### src/rtl/tetris_pkg.sv
// Shared types, shape table and generator constants for the next-piece queue.
// Shape offsets are packed as four {dx+1[1:0], dy[1:0]} nibbles, dot1 in the top nibble.
package tetris_pkg;

  typedef logic [2:0] piece_t;

  localparam logic [15:0] LFSR_MASK       = 16'hB400;
  localparam int unsigned SPAWN_X_DEFAULT = 5;
  localparam logic [15:0] SEED_DEFAULT    = 16'd134;
  localparam logic [6:0]  BAG_FULL        = 7'h7F;

  function automatic logic [15:0] shape_ofs(input piece_t p);
    case (p)
      3'd0:    return 16'h4567;
      3'd1:    return 16'h4859;
      3'd2:    return 16'h4159;
      3'd3:    return 16'h0459;
      3'd4:    return 16'h4815;
      3'd5:    return 16'h8159;
      3'd6:    return 16'h0159;
      default: return 16'h0000;
    endcase
  endfunction

  function automatic logic [9:0] shape_dot(input piece_t p, input int unsigned n,
                                           input int unsigned spawn_x);
    logic [15:0] ofs;
    logic [3:0]  nib;
    logic [4:0]  x;
    ofs = shape_ofs(p);
    nib = ofs[4*(3-n) +: 4];
    x   = 5'(spawn_x) + {3'b000, nib[3:2]} - 5'd1;
    return {x, 3'b000, nib[1:0]};
  endfunction

  function automatic logic [15:0] lfsr_step(input logic [15:0] l);
    return (l >> 1) ^ (l[0] ? LFSR_MASK : 16'h0000);
  endfunction

  function automatic logic [15:0] lfsr_nonzero(input logic [15:0] l);
    return (l == 16'h0000) ? 16'h0001 : l;
  endfunction

endpackage

### src/rtl/tetris_piece_gen.sv
// Piece candidate generator: free-running Galois LFSR plus optional 7-bag used-mask.
module tetris_piece_gen
  import tetris_pkg::*;
#(
  parameter logic [15:0] SEED = SEED_DEFAULT
) (
  input  logic        clk,
  input  logic        rst,
  input  logic        seed_load,
  input  logic [15:0] seed_in,
  input  logic        mode_in,
  input  logic        push,
  output piece_t      cand,
  output logic        cand_valid
);

  logic [15:0] lfsr_q;
  logic        mode_q;
  logic [6:0]  used_q;
  logic [6:0]  cand_bit;
  logic [6:0]  used_set;
  logic [6:0]  used_next;

  always_comb begin
    cand       = lfsr_q[2:0];
    cand_bit   = 7'(8'd1 << cand);
    cand_valid = (cand != 3'd7) && (!mode_q || ((used_q & cand_bit) == '0));
    used_set   = used_q | cand_bit;
    // The bag refills on the same edge its last piece is drawn.
    used_next  = (used_set == BAG_FULL) ? '0 : used_set;
  end

  always_ff @(posedge clk or negedge rst) begin
    if (!rst) begin
      lfsr_q <= lfsr_nonzero(SEED);
      mode_q <= 1'b0;
      used_q <= '0;
    end else if (seed_load) begin
      lfsr_q <= lfsr_nonzero(seed_in);
      mode_q <= mode_in;
      used_q <= '0;
    end else begin
      lfsr_q <= lfsr_step(lfsr_q);
      if (push && mode_q) used_q <= used_next;
    end
  end

endmodule

### src/rtl/tetris_next_queue.sv
// Next-piece preview queue: shift-toward-head FIFO fed by tetris_piece_gen,
// with a registered current piece and its spawn cells.
module tetris_next_queue
  import tetris_pkg::*;
#(
  parameter int unsigned DEPTH   = 3,
  parameter int unsigned SPAWN_X = SPAWN_X_DEFAULT,
  parameter logic [15:0] SEED    = SEED_DEFAULT,
  localparam int unsigned PW     = (DEPTH > 1) ? $clog2(DEPTH) : 1
) (
  input  logic          clk,
  input  logic          rst,
  input  logic          take,
  input  logic          seed_load,
  input  logic [15:0]   seed_in,
  input  logic          mode_in,
  input  logic [PW-1:0] peek_sel,
  output logic          ready,
  output logic [3:0]    count,
  output logic [2:0]    peek_index,
  output logic          peek_valid,
  output logic [2:0]    curr_index,
  output logic [9:0]    curr_dot1,
  output logic [9:0]    curr_dot2,
  output logic [9:0]    curr_dot3,
  output logic [9:0]    curr_dot4
);

  typedef enum logic {FILL, FULL} state_t;

  state_t     state_q, state_next;
  piece_t     q_q    [DEPTH];
  piece_t     q_next [DEPTH];
  logic [3:0] count_q, count_next;
  logic [3:0] tail;
  piece_t     cand;
  logic       cand_valid;
  logic       take_ok;
  logic       push;

  tetris_piece_gen #(.SEED(SEED)) u_gen (
    .clk        (clk),
    .rst        (rst),
    .seed_load  (seed_load),
    .seed_in    (seed_in),
    .mode_in    (mode_in),
    .push       (push),
    .cand       (cand),
    .cand_valid (cand_valid)
  );

  always_comb begin
    take_ok    = take && !seed_load && (count_q != '0);
    push       = cand_valid && !seed_load && ((state_q == FILL) || take_ok);
    state_next = state_q;
    if (seed_load) begin
      state_next = FILL;
    end else begin
      case (state_q)
        FILL:    if (push && !take_ok && count_q == 4'(DEPTH - 1)) state_next = FULL;
        FULL:    if (take_ok && !push) state_next = FILL;
        default: state_next = FILL;
      endcase
    end
  end

  // Shift first, then write the pushed piece at the post-shift tail.
  always_comb begin
    q_next = q_q;
    tail   = count_q;
    if (take_ok) begin
      for (int unsigned i = 0; i + 1 < DEPTH; i++) q_next[i] = q_q[i+1];
      tail = count_q - 4'd1;
    end
    if (push) begin
      for (int unsigned i = 0; i < DEPTH; i++)
        if (4'(i) == tail) q_next[i] = cand;
    end
    if (seed_load)            count_next = '0;
    else if (push && !take_ok) count_next = count_q + 4'd1;
    else if (!push && take_ok) count_next = count_q - 4'd1;
    else                       count_next = count_q;
  end

  always_ff @(posedge clk or negedge rst) begin
    if (!rst) begin
      state_q <= FILL;
      count_q <= '0;
      for (int unsigned i = 0; i < DEPTH; i++) q_q[i] <= '0;
    end else begin
      state_q <= state_next;
      count_q <= count_next;
      q_q     <= q_next;
    end
  end

  always_ff @(posedge clk or negedge rst) begin
    if (!rst) begin
      curr_index <= '0;
      curr_dot1  <= '0;
      curr_dot2  <= '0;
      curr_dot3  <= '0;
      curr_dot4  <= '0;
    end else if (take_ok) begin
      curr_index <= q_q[0];
      curr_dot1  <= shape_dot(q_q[0], 0, SPAWN_X);
      curr_dot2  <= shape_dot(q_q[0], 1, SPAWN_X);
      curr_dot3  <= shape_dot(q_q[0], 2, SPAWN_X);
      curr_dot4  <= shape_dot(q_q[0], 3, SPAWN_X);
    end
  end

  always_comb begin
    ready      = (count_q != '0);
    count      = count_q;
    peek_valid = (4'(peek_sel) < count_q);
    peek_index = '0;
    for (int unsigned i = 0; i < DEPTH; i++)
      if (peek_valid && PW'(i) == peek_sel) peek_index = q_q[i];
  end

endmodule

### config.mk
export PLATFORM = sky130hd
export DESIGN_NAME = tetris_next_queue
export DESIGN_NICKNAME = d
export VERILOG_FILES = /design/src/rtl/tetris_pkg.sv /design/src/rtl/tetris_piece_gen.sv /design/src/rtl/tetris_next_queue.sv
export SDC_FILE = /design/constraint.sdc
export NUM_CORES = 1
export LEC_CHECK = 0
export CAP_MARGIN = 20
export CORE_MARGIN = 4
export CORE_UTILIZATION = 42
export DETAILED_ROUTE_END_ITERATION = 16
export PLACE_DENSITY = 0.76
export SLEW_MARGIN = 20
export SYNTH_ARGS = -nofsm -noshare
export SYNTH_HDL_FRONTEND = slang
export SYNTH_SLANG_ARGS = --single-unit
### constraint.sdc
create_clock -name clk -period 3.4 [get_ports clk]
set_input_delay 0.51 -clock clk [delete_from_list [all_inputs] [get_ports clk]]
set_output_delay 0.51 -clock clk [all_outputs]
set_load 0.05 [all_outputs]
---- After elaboration in Yosys (flattened, before gate mapping) ----
Index checks and enable logic that the tools add are counted.
cells by class
  $add $sub $neg .......................... 10
  multiply operators ...................... 0
  divide/modulo/power cells ............... 0
  $lt $le $gt $ge ......................... 1
  equality and inequality tests ........... 13
  shifts and indexed selects .............. 1
  multiplexer cells ....................... 24
  bitwise logic cells ..................... 4
  reduce and logical (&&, ||, !) cells .... 27
operator list
  cell                 count
  $pmux 16 s7          1
  $mux 16              4
  $mux 7               3
  $sub 4x1->5 const B  4
  $mux 3               6
  $add 3x2->4 const A  4
  $logic_not 16->1     1
  $mux 4               4
  $xor 15x16->16       1
  $logic_and 1x1->1    12
  $eq 3x3->1 const B   3
  $mux 9               1
  $and 7x7->7          1
  $eq 7x7->1 const B   1
  $logic_not 7->1      1
  $or 7x7->7           1
  $shl 1x3->7 const A  1
  $eq 3x2->1 const B   2
  $mux 6               1
  $add 4x1->4 const B  1
  $eq 1x4->1 const A   1
  $eq 2x4->1 const A   1
  $eq 4x2->1 const B   1
  $logic_not 1->1      4
  17 further kinds     20
storage, ports and cells
  register bits after elaboration ......... 69
  latch bits .............................. 0
  memory bits (writable) .................. 0
  bits in read-only memories .............. 0
  input port bits ......................... 23
  output and inout port bits .............. 52
  logic and storage cells ................. 93
  memories ................................ 0

---- Logic depth before layout (Yosys ltp) ----
  depth in word-level cells ............... 12
  depth in mapped cells ................... 9
  depth with buffers taken out ............ 8

---- By module ----
A second synthesis with hierarchy kept.
unflattened totals
  cells, all modules ...................... 309
  area, all modules ....................... 3121.7 um^2
modules (own cells, without submodules)
  module             instances  cells each  area an instance (um^2)  seq. area each (um^2)
  tetris_next_queue  1          203         1910.6                   725.7
  tetris_piece_gen   1          106         1211.2                   604.3

---- Worst setup path before layout ----
Ideal clock, no wire load.
  path kind ............................... reg2reg
  start ................................... reg count_q[0], in the netlist count[0]
  end ..................................... reg count_q[3], in the netlist count[3]
  library setup time ...................... 0.128 ns
  data arrival time ....................... 2.743 ns
  required time ........................... 3.272 ns
  setup slack ............................. 0.529 ns
  cell stages (with the launch flop) ...... 10
  buffers on the path ..................... 1
  period minus slack after synthesis ...... 2.871 ns
  path through ............................ dfrtp_1 -> inv_1 -> ha_1 -> or3b_4 -> nand2_1 -> a221oi_4 -> o21a_1 -> buf_6 -> mux2i_1 -> mux2_1
between the ends
  longest elaborated chain between the ends .. 7
  elaborated cells between the ends (all ways) .. 14
  classes of those cells .................. add/sub: 2; mux: 3; reduce/logical: 9
ends and longest elaborated chain
  item                                                         RTL line                                          text
  from (decl)                                                  tetris_next_queue.sv:34                           logic [3:0] count_q, count_next;
  from (signal assigned)                                       tetris_next_queue.sv:92                           count_q <= count_next;
  $reduce_bool 4->1 (*)                                        -
  net ready                                                    tetris_next_queue.sv:18                           output logic ready,
  $logic_and 1x1->1 (*)                                        tetris_next_queue.sv:53                           take_ok = take && !seed_load && (count_q != '0);
  $logic_or 1x1->1                                             tetris_next_queue.sv:54                           push = cand_valid && !seed_load && ((state_q == FILL) || take_ok);
  $logic_and 1x1->1                                            tetris_next_queue.sv:54
  $logic_and 1x1->1 / $logic_not 1->1 (equally long branches)  tetris_next_queue.sv:80, tetris_next_queue.sv:81
  $mux 4 / $logic_and 1x1->1 (equally long branches)           tetris_next_queue.sv:80, tetris_next_queue.sv:81
  $mux 4 / $reduce_bool 3->1 (equally long branches)           -
Mark *: on every way through the listed nets, which the timed path passes. The rest lies on a longest branch. The select of a mux whose other input is x is not followed.
A chain may end at the register's enable or synchronous reset.

---- Final worst setup path ----
  start ................................... reg count_q[0], in the netlist count[0]
  end ..................................... out ready
between the ends
  longest elaborated chain between the ends .. 1
ends and longest elaborated chain
  item               RTL line                  text
  $reduce_bool 4->1  tetris_next_queue.sv:114  ready = (count_q != '0);
  to (decl)          tetris_next_queue.sv:18
No other way between the ends.

==> flow_metrics.env <==
export IMPL_die_w_um=93.0
export IMPL_ys_types=51
export IMPL_comb_power_share=0.512
export IMPL_io_buffer_count=50
export IMPL_cp_depth=4
export IMPL_grt_max_degree=29
export IMPL_start_util=0.439
export IMPL_cts_buffers=5
export IMPL_cp_slowest_stage_delay_ps=710
export IMPL_yosysWarnings=0
export IMPL_hold_class="input port to async pin"
export IMPL_cellLeakagePower_nw=1.59
export IMPL_cp_top_family="buffers and inverters"
export IMPL_cap_violations=0
export IMPL_timing_rr_start="count[0]$_DFFE_PN0P_"
export IMPL_grt_pass1_vias=2245
export IMPL_final_area_sq_mm=0.00359
export IMPL_timing_hold_violations_final=0
export IMPL_p_per_area_mw_per_mm2=821
export IMPL_power_frac_seq=0.339
export IMPL_ys_seq_area_frac=0.439
export IMPL_clkLatencyLatePin_ps=300
export IMPL_synth_area_leader_cell="dfrtp_1"
export IMPL_crit_arrival_ps=2430
export IMPL_worst_pin_slew_ps=602
export IMPL_setup_viol=0
export IMPL_ys_ff_latch=53
export IMPL_status="completed"
export IMPL_cp_end_kind="output port"
export IMPL_grt_pass1_wl_mm=10.2
export IMPL_r2r_setup_slack_ps=470
export IMPL_synth_adder_area_share=0.0165
export IMPL_hold_ws_ps=196
export IMPL_start_kind="flip-flop"
export IMPL_synth_edf_count=0
export IMPL_finalWirelength_mm=5.96
export IMPL_dr_pass1_iters=4
export IMPL_dp_hpwl_mm=4.55
export IMPL_wl_per_cell_um=13.5
export IMPL_place_congestion=0.825
export IMPL_reg2regPathDepth=8
export IMPL_gr_total_overflow=0
export IMPL_drc=0
export IMPL_switching_share=0.458
export IMPL_period_minus_slack_ps=2940
export IMPL_cts_resized=0
export IMPL_period_share=0.866
export IMPL_cts_hold_buf=0
export IMPL_finalSetupTns_ps=0
export IMPL_postCtsSetupRepairBufs=0
export IMPL_path_clk_slew_ps=90
export IMPL_n_antenna_cell=0
export IMPL_rows=30
export IMPL_synth_flop_cell="dfrtp_1"
export IMPL_worstPathCellList="inv_1 -> ha_1 -> or3b_4 -> clkdlybuf4s50_1"
export IMPL_power_switching_mw=1.35
export IMPL_syn_area_per_cell_sq_um=10.0
export IMPL_synth_compound_area_frac=0.130
export IMPL_antenna_left=0
export IMPL_synth_cells=303
export IMPL_synthXorXnorAreaFrac=0.0231
export IMPL_netlist_area_sq_mm=0.00303
export IMPL_slew_viol_final=0
export IMPL_crit_buf_inv=2
export IMPL_nets=372
export IMPL_post_drt_via_cell_ratio=5.07
export IMPL_ioPinCount=75
export IMPL_ys_async_sr_fraction=1.00
export IMPL_cts_tree="built"
export IMPL_rsz0062_at_grt="no"
export IMPL_place_area_sq_mm=0.00348
export IMPL_muxShareOfSynthArea=0.130
export IMPL_antenna_found_initial=0
export IMPL_clock_power_share=0.149
export IMPL_path_max_fanout=8
export IMPL_vias=2243
export IMPL_critPathKind="flip-flop to output port"
export IMPL_dieArea_sq_mm=0.00864
export IMPL_skew_ps=7.46
export IMPL_drt_initial_drc_count=86
export IMPL_crit_required_ps=2890
export IMPL_clock_fmax_mhz=340
export IMPL_reg2reg_to="count[3]$_DFFE_PN0P_"
export IMPL_p_int_mw=1.60
export IMPL_synth_top_area_frac=0.413
export IMPL_cts_max_level=2
export IMPL_syn2layout_area_growth_pct=18.5
export IMPL_crit_path_top_delay_cell="clkdlybuf4s50_1"
export IMPL_numClockSinks=53
export IMPL_synthTopCellsByArea="dfrtp_1, buf_4, mux2_2, mux2i_1, nand2_1"
export IMPL_synth_simple_gate_area_share=0.153
export IMPL_slew_headroom=0.599
export IMPL_cts_buffer_depth=2
export IMPL_ctsRootBufferMaster="clkbuf_8"
export IMPL_synth_top_family_by_area="simple AND/OR/NAND/NOR gates"
export IMPL_die_y_um=93.0
export IMPL_drive_gt1_frac=0.136
export IMPL_vdd_drop_max_uv=295
export IMPL_core_sq_mm=0.00691
export IMPL_grtUsageTotal=0.144
[cell type report]
class | instances | area (sq um)
fill | 626 | 3310
multi-input combinational | 219 | 1460
sequential | 53 | 1330
timing repair buffer | 55 | 523
tap | 96 | 120
clock buffer | 7 | 86.3
inverter | 11 | 41.3
clock inverter | 1 | 30.0
[stage by stage]
step / utilization / instances / power, mW / setup WS, ps
after global routing: 0.520 / 442 / 3.15 / 203
after floorplan: - / 326 / 2.12 / 529
after global placement: 0.503 / 434 / 2.51 / 607
final: 0.520 / 442 / 2.95 / 457
after detailed placement: 0.503 / 434 / 2.53 / 485
after CTS: 0.520 / 442 / 2.97 / 448
[cells in the final DEF (no fill, tap or decap), types with 5 or more instances in the layout]
cell	Yosys	routed
dfrtp_1	50	50
clkdlybuf4s50_1	0	45
nand2_1	37	37
conb_1	1	24
nor2_1	20	20
mux2i_1	15	15
mux2_2	14	14
o21ai_0	14	14
inv_1	11	11
a21oi_1	10	10
buf_4	30	9
xnor2_1	7	7
o31ai_1	7	7
nor2b_1	6	6
clkbuf_8	0	6
nor3_1	5	5
mux2_1	5	5
a32o_1	5	5
[cell families (layout without fill, tap and decap cells)]
kind of cell / count (synthesis) / after routing
buf+inv: 54 / 74
xor+xnor: 8 / 8
mux: 36 / 36
flops: 53 / 53
compound gates: 53 / 53
fa+ha+maj: 4 / 4
simple gates: 94 / 94
other cells: 1 / 24
[synthesized netlist by cell type, types with 6 or more instances]
master	instances
mux2_2	14
nor2_1	20
a21oi_1	10
inv_1	11
buf_4	30
nand2_1	37
mux2i_1	15
nor2b_1	6
xnor2_1	7
dfrtp_1	50
o21ai_0	14
o31ai_1	7
[state kept, by name (all words and copies together) (netlist names)]
signal and count:
curr_dot3 2, u_gen.lfsr_q 16, u_gen.used_q 7, curr_dot4 5, u_gen.mode_q 1, count 4
state_q 1, curr_dot2 3, q_q 9, curr_index 3, curr_dot1 2
[worst max path at each step]
stage                              start              endpoint  slack (ps)
global route        count[0]$_DFFE_PN0P_  count[3]$_DFFE_PN0P_         200
CTS                 count[0]$_DFFE_PN0P_                 ready         450
global placement    count[0]$_DFFE_PN0P_  count[3]$_DFFE_PN0P_         610
floorplan           count[0]$_DFFE_PN0P_  count[3]$_DFFE_PN0P_         530
detailed placement  count[0]$_DFFE_PN0P_  count[3]$_DFFE_PN0P_         490
finish              count[0]$_DFFE_PN0P_                 ready         460
[power groups by stage]
stage / registers (mW) / logic [mW] / clock network [mW]
after floorplan: 1.25 / 0.877 / 0
after global placement: 1.01 / 1.50 / 0
after detailed placement: 1.01 / 1.52 / 0
after CTS: 1.00 / 1.52 / 0.448
after global routing: 1.03 / 1.64 / 0.481
final: 0.999 / 1.51 / 0.440
[metal layers]
layer / GRT usage / share of wire / vias to the layer above
met5: 0 / 0 / -
met4: 0.0391 / 0.0079 / 0
met3: 0.0354 / 0.082 / 5
met2: 0.239 / 0.48 / 85
met1: 0.188 / 0.43 / 1062
li1: - / - / 1091
No activity file was read; power rests on OpenSTA's default activity.
